===== src/rtl/sum_display_pkg.sv =====
// Shared types and constants for the sum_display block.
//   state_e     : conversion FSM states
//   BcdW        : width of the two-nibble BCD accumulator
//   Seg0..Seg9  : active-low {g,f,e,d,c,b,a} patterns for the decimal digits
//   SegBlank    : all segments off
//   dabble_adj  : double-dabble correction applied to one BCD nibble before a shift
package sum_display_pkg;

  typedef enum logic [0:0] {
    StIdle,
    StConv
  } state_e;

  localparam int unsigned BcdW = 8;

  localparam logic [6:0] SegBlank = 7'b1111111;
  localparam logic [6:0] Seg0     = 7'b1000000;
  localparam logic [6:0] Seg1     = 7'b1111001;
  localparam logic [6:0] Seg2     = 7'b0100100;
  localparam logic [6:0] Seg3     = 7'b0110000;
  localparam logic [6:0] Seg4     = 7'b0011001;
  localparam logic [6:0] Seg5     = 7'b0010010;
  localparam logic [6:0] Seg6     = 7'b0000010;
  localparam logic [6:0] Seg7     = 7'b1111000;
  localparam logic [6:0] Seg8     = 7'b0000000;
  localparam logic [6:0] Seg9     = 7'b0010000;

  // A nibble >= 5 would become >= 10 after doubling, so pre-add 3 to carry into the next digit.
  function automatic logic [3:0] dabble_adj(input logic [3:0] nib);
    return (nib >= 4'd5) ? (nib + 4'd3) : nib;
  endfunction

endpackage


===== src/rtl/sum_display_seg7_dec.sv =====
// Combinational BCD to 7-segment decoder (common anode, active-low segments).
//   digit_i : 4-bit BCD digit
//   seg_o   : segments {g,f,e,d,c,b,a}, active-low; codes above 9 show blank
module sum_display_seg7_dec
  import sum_display_pkg::*;
(
  input  logic [3:0] digit_i,
  output logic [6:0] seg_o
);

  always_comb begin
    seg_o = SegBlank;
    case (digit_i)
      4'd0:    seg_o = Seg0;
      4'd1:    seg_o = Seg1;
      4'd2:    seg_o = Seg2;
      4'd3:    seg_o = Seg3;
      4'd4:    seg_o = Seg4;
      4'd5:    seg_o = Seg5;
      4'd6:    seg_o = Seg6;
      4'd7:    seg_o = Seg7;
      4'd8:    seg_o = Seg8;
      4'd9:    seg_o = Seg9;
      default: seg_o = SegBlank;
    endcase
  end

endmodule


===== src/rtl/sum_display.sv =====
// Accepts an unsigned adder result on a valid/ready handshake, converts it to two BCD digits
// with a bit-serial double-dabble engine, and drives a 2-digit multiplexed common-anode
// 7-segment display that holds the last converted value.
//   clk       : clock, rising edge
//   rst_n     : asynchronous active-low reset
//   sum_valid : upstream result valid
//   sum_in    : adder result {Co, S}, unsigned
//   sum_ready : high while idle (able to accept)
//   done      : one-cycle pulse when new digits are latched
//   seg       : segments {g,f,e,d,c,b,a}, active-low, registered
//   an        : digit anodes, active-low, registered; an[0] = units, an[1] = tens
module sum_display
  import sum_display_pkg::*;
#(
  parameter int unsigned IN_W        = 4,
  parameter int unsigned REFRESH_DIV = 50000,
  parameter bit          BLANK_LZ    = 1'b1
) (
  input  logic            clk,
  input  logic            rst_n,
  input  logic            sum_valid,
  input  logic [IN_W-1:0] sum_in,
  output logic            sum_ready,
  output logic            done,
  output logic [6:0]      seg,
  output logic [1:0]      an
);

  localparam int unsigned CntW = $clog2(IN_W + 1);
  localparam int unsigned RefW = $clog2(REFRESH_DIV);
  localparam logic [RefW-1:0] RefLast = RefW'(REFRESH_DIV - 1);

  state_e            state_q, state_d;
  logic [IN_W-1:0]   bin_q, bin_d;
  logic [BcdW-1:0]   bcd_q, bcd_d;
  logic [CntW-1:0]   cnt_q, cnt_d;
  logic [3:0]        units_q, units_d;
  logic [3:0]        tens_q, tens_d;
  logic              done_q, done_d;
  logic [RefW-1:0]   ref_q, ref_d;
  logic              sel_q, sel_d;
  logic [6:0]        seg_q, seg_d;
  logic [1:0]        an_q, an_d;

  logic [BcdW-1:0]   bcd_adj;
  logic [BcdW-1:0]   bcd_shift;
  logic [3:0]        digit_mux;
  logic [6:0]        dec_seg;

  // One double-dabble step: correct both nibbles, then shift the next binary MSB in.
  assign bcd_adj   = {dabble_adj(bcd_q[7:4]), dabble_adj(bcd_q[3:0])};
  assign bcd_shift = BcdW'({bcd_adj, bin_q[IN_W-1]});

  // State register
  always_ff @(posedge clk or negedge rst_n) begin
    if (!rst_n) begin
      state_q <= StIdle;
      bin_q   <= '0;
      bcd_q   <= '0;
      cnt_q   <= '0;
      units_q <= '0;
      tens_q  <= '0;
      done_q  <= 1'b0;
      ref_q   <= '0;
      sel_q   <= 1'b0;
      seg_q   <= Seg0;
      an_q    <= 2'b10;
    end else begin
      state_q <= state_d;
      bin_q   <= bin_d;
      bcd_q   <= bcd_d;
      cnt_q   <= cnt_d;
      units_q <= units_d;
      tens_q  <= tens_d;
      done_q  <= done_d;
      ref_q   <= ref_d;
      sel_q   <= sel_d;
      seg_q   <= seg_d;
      an_q    <= an_d;
    end
  end

  // Next state: FSM and conversion datapath
  always_comb begin
    state_d = state_q;
    bin_d   = bin_q;
    bcd_d   = bcd_q;
    cnt_d   = cnt_q;
    units_d = units_q;
    tens_d  = tens_q;
    done_d  = 1'b0;
    unique case (state_q)
      StIdle: begin
        if (sum_valid) begin
          bin_d   = sum_in;
          bcd_d   = '0;
          cnt_d   = CntW'(IN_W);
          state_d = StConv;
        end
      end
      StConv: begin
        bin_d = bin_q << 1;
        bcd_d = bcd_shift;
        cnt_d = cnt_q - CntW'(1);
        // Last shift: latch the finished digits straight from the shifter output.
        if (cnt_q == CntW'(1)) begin
          units_d = bcd_shift[3:0];
          tens_d  = bcd_shift[7:4];
          done_d  = 1'b1;
          state_d = StIdle;
        end
      end
      default: state_d = StIdle;
    endcase
  end

  // Next state: display refresh and registered segment/anode drive
  always_comb begin
    ref_d = ref_q + RefW'(1);
    sel_d = sel_q;
    if (ref_q == RefLast) begin
      ref_d = '0;
      sel_d = ~sel_q;
    end
    digit_mux = sel_q ? tens_q : units_q;
    seg_d     = dec_seg;
    if (sel_q && BLANK_LZ && (tens_q == 4'd0)) begin
      seg_d = SegBlank;
    end
    an_d = sel_q ? 2'b01 : 2'b10;
  end

  sum_display_seg7_dec u_dec (
    .digit_i (digit_mux),
    .seg_o   (dec_seg)
  );

  // Outputs
  always_comb begin
    sum_ready = (state_q == StIdle);
    done      = done_q;
    seg       = seg_q;
    an        = an_q;
  end

endmodule


===== config.mk =====
export PLATFORM = sky130hd
export DESIGN_NAME = sum_display
export DESIGN_NICKNAME = d
export VERILOG_FILES = /design/src/rtl/sum_display_pkg.sv /design/src/rtl/sum_display_seg7_dec.sv /design/src/rtl/sum_display.sv
export SDC_FILE = /design/constraint.sdc
export NUM_CORES = 1
export LEC_CHECK = 0
export BUFFER_PORTS_ARGS = -buffer_cell sky130_fd_sc_hd__clkbuf_2
export CAP_MARGIN = 30
export CORE_MARGIN = 2
export CORE_UTILIZATION = 59
export DETAILED_ROUTE_END_ITERATION = 12
export HOLD_SLACK_MARGIN = 0.02
export PLACE_DENSITY = 0.78
export RECOVER_POWER = 50
export SLEW_MARGIN = 20
export SYNTH_ARGS = -nofsm -noshare
export SYNTH_HDL_FRONTEND = slang
export SYNTH_SLANG_ARGS = --single-unit

===== constraint.sdc =====
create_clock -name clk -period 1.7 [get_ports clk]
set_input_delay 0.255 -clock clk [delete_from_list [all_inputs] [get_ports clk]]
set_output_delay 0.255 -clock clk [all_outputs]
set_load 0.01 [all_outputs]

==> results.sh, run 1 <==
export IMPL_cts_htree_levels=2
export IMPL_multi_input_area_um2=1082
export IMPL_nets=274
export IMPL_timing_rr_start="sel_q$_DFFE_PN0N_"
export IMPL_slew_headroom=0.2662
export IMPL_regArea_um2=1279
export IMPL_clkSinkCount=51
export IMPL_crit_type="reg2reg"
export IMPL_cpMostUsedCell="mux2i_1"
export IMPL_critical_path_top_delay_family="flip-flops"
export IMPL_layout_common_cells="dfrtp_1 (49), nand2_1 (23), nor2_1 (19), inv_1 (16), o21ai_0 (15)"
export IMPL_nFillCells=312
export IMPL_hold_viol_final=0
export IMPL_post_layout_total_power_w=0.004135
export IMPL_post_cts_buffers=0
export IMPL_cp_required_ns=1.91
export IMPL_syn_inst=232
export IMPL_num_rows=23
export IMPL_synth_area_top_cells="dfrtp_1 (50%), ha_1 (6.2%), mux2i_1 (4.9%)"
export IMPL_drt_wl_total_um=4015
export IMPL_ys_ff_latch=51
export IMPL_endpoint_kind="register"
export IMPL_fmax_ghz=0.6388
export IMPL_drc=0
export IMPL_root_buffer="clkbuf_8"
export IMPL_drv_cap=0
export IMPL_r2r_end="seg[3]$_DFF_PN0_"
export IMPL_final_common_cell="dfrtp_1"
export IMPL_gp_congestion=0.7852
export IMPL_synthToLayoutAreaGrowth_pct=12.41
export IMPL_arrival_ns=1.78
export IMPL_grt_pass1_vias=1527
export IMPL_slowest_delay_ns=0.47
export IMPL_ff2ff_setup_slack_ns=0.13
export IMPL_die_w_um=68.18
export IMPL_io_pins=18
export IMPL_synth_top_cell_by_area="dfrtp_1"
export IMPL_drt_iter0_markers=88
export IMPL_crit_end="seg[3]$_DFF_PN0_"
export IMPL_syn_area_um2=2430
export IMPL_tightestPinTransition_ns=1.101
export IMPL_dpl_hpwl_um=2911
export IMPL_grt_pass1_wl_um=6851
export IMPL_ant_nets=0
export IMPL_avgSynthCellArea_um2=10.47
export IMPL_wl_per_cell_um=13.12
export IMPL_ff2ff_path_depth=6
export IMPL_fin_ws_ns=0.1345
export IMPL_ys_warn_count=0
export IMPL_clock_skew_final_ns=0.009421
export IMPL_drive_above_1_share=0.1289
export IMPL_preCtsSetupSlack_ns=0.1180
export IMPL_finalSetupViolCount=0
export IMPL_hold_class="in2reg"
export IMPL_dpl_cell_count=297
export IMPL_synth_seq_area_share=0.5263
export IMPL_io_buffers=17
export IMPL_crit_chain="mux2i_1, buf_4, ha_1, inv_1, mux2i_1, o21ai_0"
export IMPL_cts_buffers=5
export IMPL_cts_tree="built"
export IMPL_grt_overflow=0
export IMPL_grt_max_degree=33
export IMPL_whs_ns=0.2125
export IMPL_critPathMaxFanout=4
export IMPL_final_cell_count_no_fill=306
export IMPL_clk_latency_ns=0.30
export IMPL_critPathSlowestCell="dfrtp_1"
export IMPL_fin_crit_sh=0.9209
export IMPL_yosysTopAreaCellShare=0.5046
export IMPL_cellLeakagePower_nw=1.276
export IMPL_antenna_cells=0
export IMPL_worstSetupStartpointType="register"
export IMPL_clock_path_buffers=2
export IMPL_via_count=1598
export IMPL_crit_start="sel_q$_DFFE_PN0N_"
export IMPL_coreArea_um2=3971
export IMPL_p_per_area_nw_per_um2=1514
export IMPL_netlist_cell_type_count=35
export IMPL_run_status="complete, no violations"
export IMPL_drv_slew=0
export IMPL_clk_pin_slew_ns=0.09
export IMPL_crit_buf_inv=2
export IMPL_drt_pass1_iterations=4
export IMPL_ir_drop_mv=0.9979
export IMPL_crit_cells=6
export IMPL_syn_nets=251
export IMPL_rsz0062_at_grt="false"
export IMPL_setup_tns_ns=0
export IMPL_fin_crit_ns=1.566
export IMPL_die_h_um=68.18
export IMPL_vias_per_cell=5.222
export IMPL_grt_util_all_layers=0.1982
export IMPL_initial_core_util=0.6118
export IMPL_die_area_um2=4648
export IMPL_antenna_found_initial=0
[how the worst min path moves through the flow]
stage / from / to / slack [ns] / cells past startpoint
CTS: sum_in[0] / bin_q[0]$_DFFE_PN0P_ / 0.20 / 3
global route: sum_in[0] / bin_q[0]$_DFFE_PN0P_ / 0.21 / 3
global placement: rst_n / seg[0]$_DFF_PN0_ / 0.24 / 1
floorplan: rst_n / an[0]$_DFF_PN0_ / -0.04 / 0
detailed placement: rst_n / seg[3]$_DFF_PN0_ / 0.25 / 1
finish: sum_in[0] / bin_q[0]$_DFFE_PN0P_ / 0.21 / 3
[what timing repair did]
action | CTS | global route
endpoints found under the setup margin | 0 | 4
hold buffers | 1 | 0
endpoints found under the hold margin | 17 | 0
gates resized for setup | 0 | 4
[final cells by class]
class | count | area share
flip-flops and latches | 51 | 0.4682
multi-input cells | 158 | 0.3962
repair buffers | 23 | 0.04764
clock buffers | 6 | 0.03023
well taps | 50 | 0.02290
inverters | 16 | 0.02199
clock inverters | 2 | 0.01283
[cell families (layout without fill, tap and decap cells)]
| family | count (synthesis) | in the layout | share of synthesized area |
|---|---|---|---|
| buf+inv | 23 | 47 | 0.03604 |
| flops | 51 | 51 | 0.5263 |
| xor+xnor | 18 | 18 | 0.06488 |
| compound gates | 35 | 35 | 0.08136 |
| mux | 16 | 16 | 0.06952 |
| fa+ha+maj | 12 | 12 | 0.06179 |
| simple gates | 77 | 77 | 0.1601 |
[registers in the layout, summed over array words and instances, names as in the netlist]
register	count
seg	7
tens_q	4
an	2
cnt_q	3
ref_q	16
done	1
units_q	4
bin_q	4
sel_q	1
state_q	1
bcd_q	8
[synth_stat cells (all sizes together)]
master,count
nor3,6
o21ai,15
nand4,4
dfrtp,49
a211oi,1
o22ai,5
a21oi,9
nand2b,2
ha,12
or3,1
mux2,4
and3,1
nand3b,1
buf,1
nand2,23
nand3,9
nor3b,4
mux2i,12
and2,1
nor4b,1
nor4,4
o21a,1
dfstp,2
inv,16
nor2b,1
clkbuf,6
o31ai,1
xor2,6
a21o,2
nor2,19
xnor2,12
o2bb2ai,1
[power by group]
group,leakage (nW),internal (W),switching [W]
Combinational,0.565,0.000658,0.000833
Sequential,0.649,0.00156,0.000231
Clock,0.0612,0.000476,0.000374
[routing by layer]
layer / track usage / part of all wire
met5: 0 / 0
met4: 0.05750 / 0.015
met3: 0.04441 / 0.034
met2: 0.3313 / 0.47
met1: 0.2593 / 0.48
[tightest hold or removal path: stages]
cell,delay [ns]
clkbuf_2,0.08
mux2i_1,0.06
nor2_1,0.08
[per-stage QoR]
step	util	cell area, um2
global placement	0.6547	2600
CTS	0.6868	2728
floorplan	-	2430
global route	0.6878	2731
detailed placement	0.6547	2600
finish	0.6878	2731
Note: power is estimated with default switching activity, not from simulation.
==> run 2, diff against run 1 <==
--- a/config.mk
+++ b/config.mk
@@ -5,7 +5,7 @@
 export SDC_FILE = /design/constraint.sdc
 export NUM_CORES = 1
 export LEC_CHECK = 0
-export BUFFER_PORTS_ARGS = -buffer_cell sky130_fd_sc_hd__clkbuf_2
+export BUFFER_PORTS_ARGS = -buffer_cell sky130_fd_sc_hd__buf_2
 export CAP_MARGIN = 30
 export CORE_MARGIN = 2
 export CORE_UTILIZATION = 59
==> run 2 against run 1 <==
  * Clock-buffer cell count is the same
  * Setup slack barely moved
  * Clock skew shrank 0.0019 ns
  * Critical endpoint is now ref_q[14]$_DFF_PN0_
  * Highest routed layer unchanged
==> results.sh, run 2 (synthesized netlist as in run 1, its figures left out) <==
export IMPL_clk_pin_slew_ns=0.09
export IMPL_drt_wl_total_um=4262
export IMPL_largest_register="ref_q"
export IMPL_die_area_um2=4648
export IMPL_cp_required_ns=1.90
export IMPL_cellLeakagePower_nw=1.303
export IMPL_dpl_hpwl_um=3041
export IMPL_largest_reg_flops=16
export IMPL_finalSetupViolCount=0
export IMPL_drt_iter0_markers=105
export IMPL_critPathMaxFanout=5
export IMPL_clock_path_buffers=2
export IMPL_cts_htree_levels=2
export IMPL_antenna_found_initial=0
export IMPL_grt_max_degree=37
export IMPL_ant_nets=0
export IMPL_vias_per_cell=5.427
export IMPL_clkSinkCount=51
export IMPL_drv_cap=0
export IMPL_cts_buffers=5
export IMPL_grt_use_met2=0.3568
export IMPL_nets=275
export IMPL_coreArea_um2=3971
export IMPL_grt_util_all_layers=0.2184
export IMPL_grt_overflow=0
export IMPL_grt_pass1_vias=1652
export IMPL_setup_tns_ns=0
export IMPL_preCtsSetupSlack_ns=0.07347
export IMPL_cts_tree="built"
export IMPL_fmax_ghz=0.6389
export IMPL_ir_drop_mv=0.8084
export IMPL_die_w_um=68.18
export IMPL_layout_common_cells="dfrtp_1 (48), nand2_1 (23), nor2_1 (19), inv_1 (16), buf_2 (16)"
export IMPL_clock_skew_final_ns=0.007517
export IMPL_clk_latency_ns=0.31
export IMPL_grt_pass1_wl_um=7472
export IMPL_io_pins=18
export IMPL_wl_per_cell_um=13.88
export IMPL_via_count=1666
export IMPL_hold_class="in2reg"
export IMPL_run_status="complete, no violations"
export IMPL_drv_slew=0
export IMPL_initial_core_util=0.6118
export IMPL_die_h_um=68.18
export IMPL_final_common_cell="dfrtp_1"
export IMPL_crit_type="reg2reg"
export IMPL_fin_crit_sh=0.9208
export IMPL_drive_above_1_share=0.1673
export IMPL_gp_congestion=0.7735
export IMPL_grt_busiest_layer="met2"
export IMPL_antenna_cells=0
export IMPL_io_buffers=17
export IMPL_tightestPinTransition_ns=0.9292
export IMPL_worstSetupStartpointType="register"
export IMPL_slew_headroom=0.3806
export IMPL_grt_met3_usage=0.05592
export IMPL_hold_viol_final=0
export IMPL_fin_ws_ns=0.1347
export IMPL_synthToLayoutAreaGrowth_pct=12.77
export IMPL_p_per_area_nw_per_um2=1525
export IMPL_endpoint_kind="register"
export IMPL_num_rows=23
export IMPL_arrival_ns=1.77
export IMPL_met1_usage=0.2783
export IMPL_rsz0062_at_grt="false"
export IMPL_fin_crit_ns=1.565
export IMPL_drt_pass1_iterations=4
export IMPL_root_buffer="clkbuf_8"
export IMPL_drc=0
==> run 2: power by group <==
part	switching, W	internal, W	leakage [nW]
Sequential	0.000227	0.00156	0.648
Clock	0.000383	0.000476	0.0612
Combinational	0.000848	0.000682	0.594
Total	0.00146	0.00272	1.30
==> run 2: critical path, stage by stage (launching register included) <==
cell and delay [ns]:
dfrtp_1 0.39, ha_1 0.21, nand3_1 0.26, nor4_2 0.38
xnor2_1 0.15, nor2_1 0.06
==> run 2: layout make-up <==
cell class | instances | area [um2]
multi-input cells | 158 | 1081
inverters | 16 | 60.06
repair buffers | 24 | 138.9
clock buffers | 6 | 82.58
clock inverters | 2 | 35.03
well taps | 50 | 62.56
flip-flops and latches | 51 | 1280
fillers | 300 | 1231
==> run 2: worst paths after layout <==
check                              startpoint              endpoint  slack [ns]  cells after the start
setup reg to reg           ref_q[0]$_DFF_PN0_   ref_q[14]$_DFF_PN0_        0.13                      5
max in group asynchronous               rst_n       an[1]$_DFF_PN1_        0.24                      3
setup / recovery           ref_q[0]$_DFF_PN0_   ref_q[14]$_DFF_PN0_        0.13                      5
hold reg to reg            ref_q[0]$_DFF_PN0_    ref_q[0]$_DFF_PN0_        0.48                      1
min in group asynchronous               rst_n  bcd_q[5]$_DFFE_PN0P_        0.60                      2
hold / removal                      sum_in[0]  bin_q[0]$_DFFE_PN0P_        0.20                      3
==> run 2: stage by stage <==
stage / total power [W] / utilization / std cells / hold WS (ns) / cell area, um2
2_1_floorplan: 0.002891 / - / 232 / -0.04059 / 2430
3_3_place_gp: 0.003243 / 0.6566 / 298 / 0.2021 / 2608
3_5_place_dp: 0.003325 / 0.6566 / 298 / 0.2081 / 2608
4_1_cts: 0.004210 / 0.6897 / 307 / 0.1818 / 2739
5_1_grt: 0.004546 / 0.6900 / 307 / 0.1964 / 2740
6_report: 0.004178 / 0.6900 / 307 / 0.1968 / 2740
==> run 2: metal layers <==
| metal | wire, um | up-vias |
|---|---|---|
| met2 | 2020 | 28 |
| met3 | 137 | 9 |
| met1 | 2026 | 798 |
| met4 | 78 | 0 |
| li1 | - | 831 |
| met5 | 0 | - |
==> run 2: what timing repair did <==
action | 4_1_cts | 5_1_grt
hold buffers | 1 | 0
setup endpoints to repair | 4 | 7
hold endpoints to repair | 15 | 0
pin swaps | 0 | 0
resized for setup | 1 | 4
buffers inserted | 0 | 0
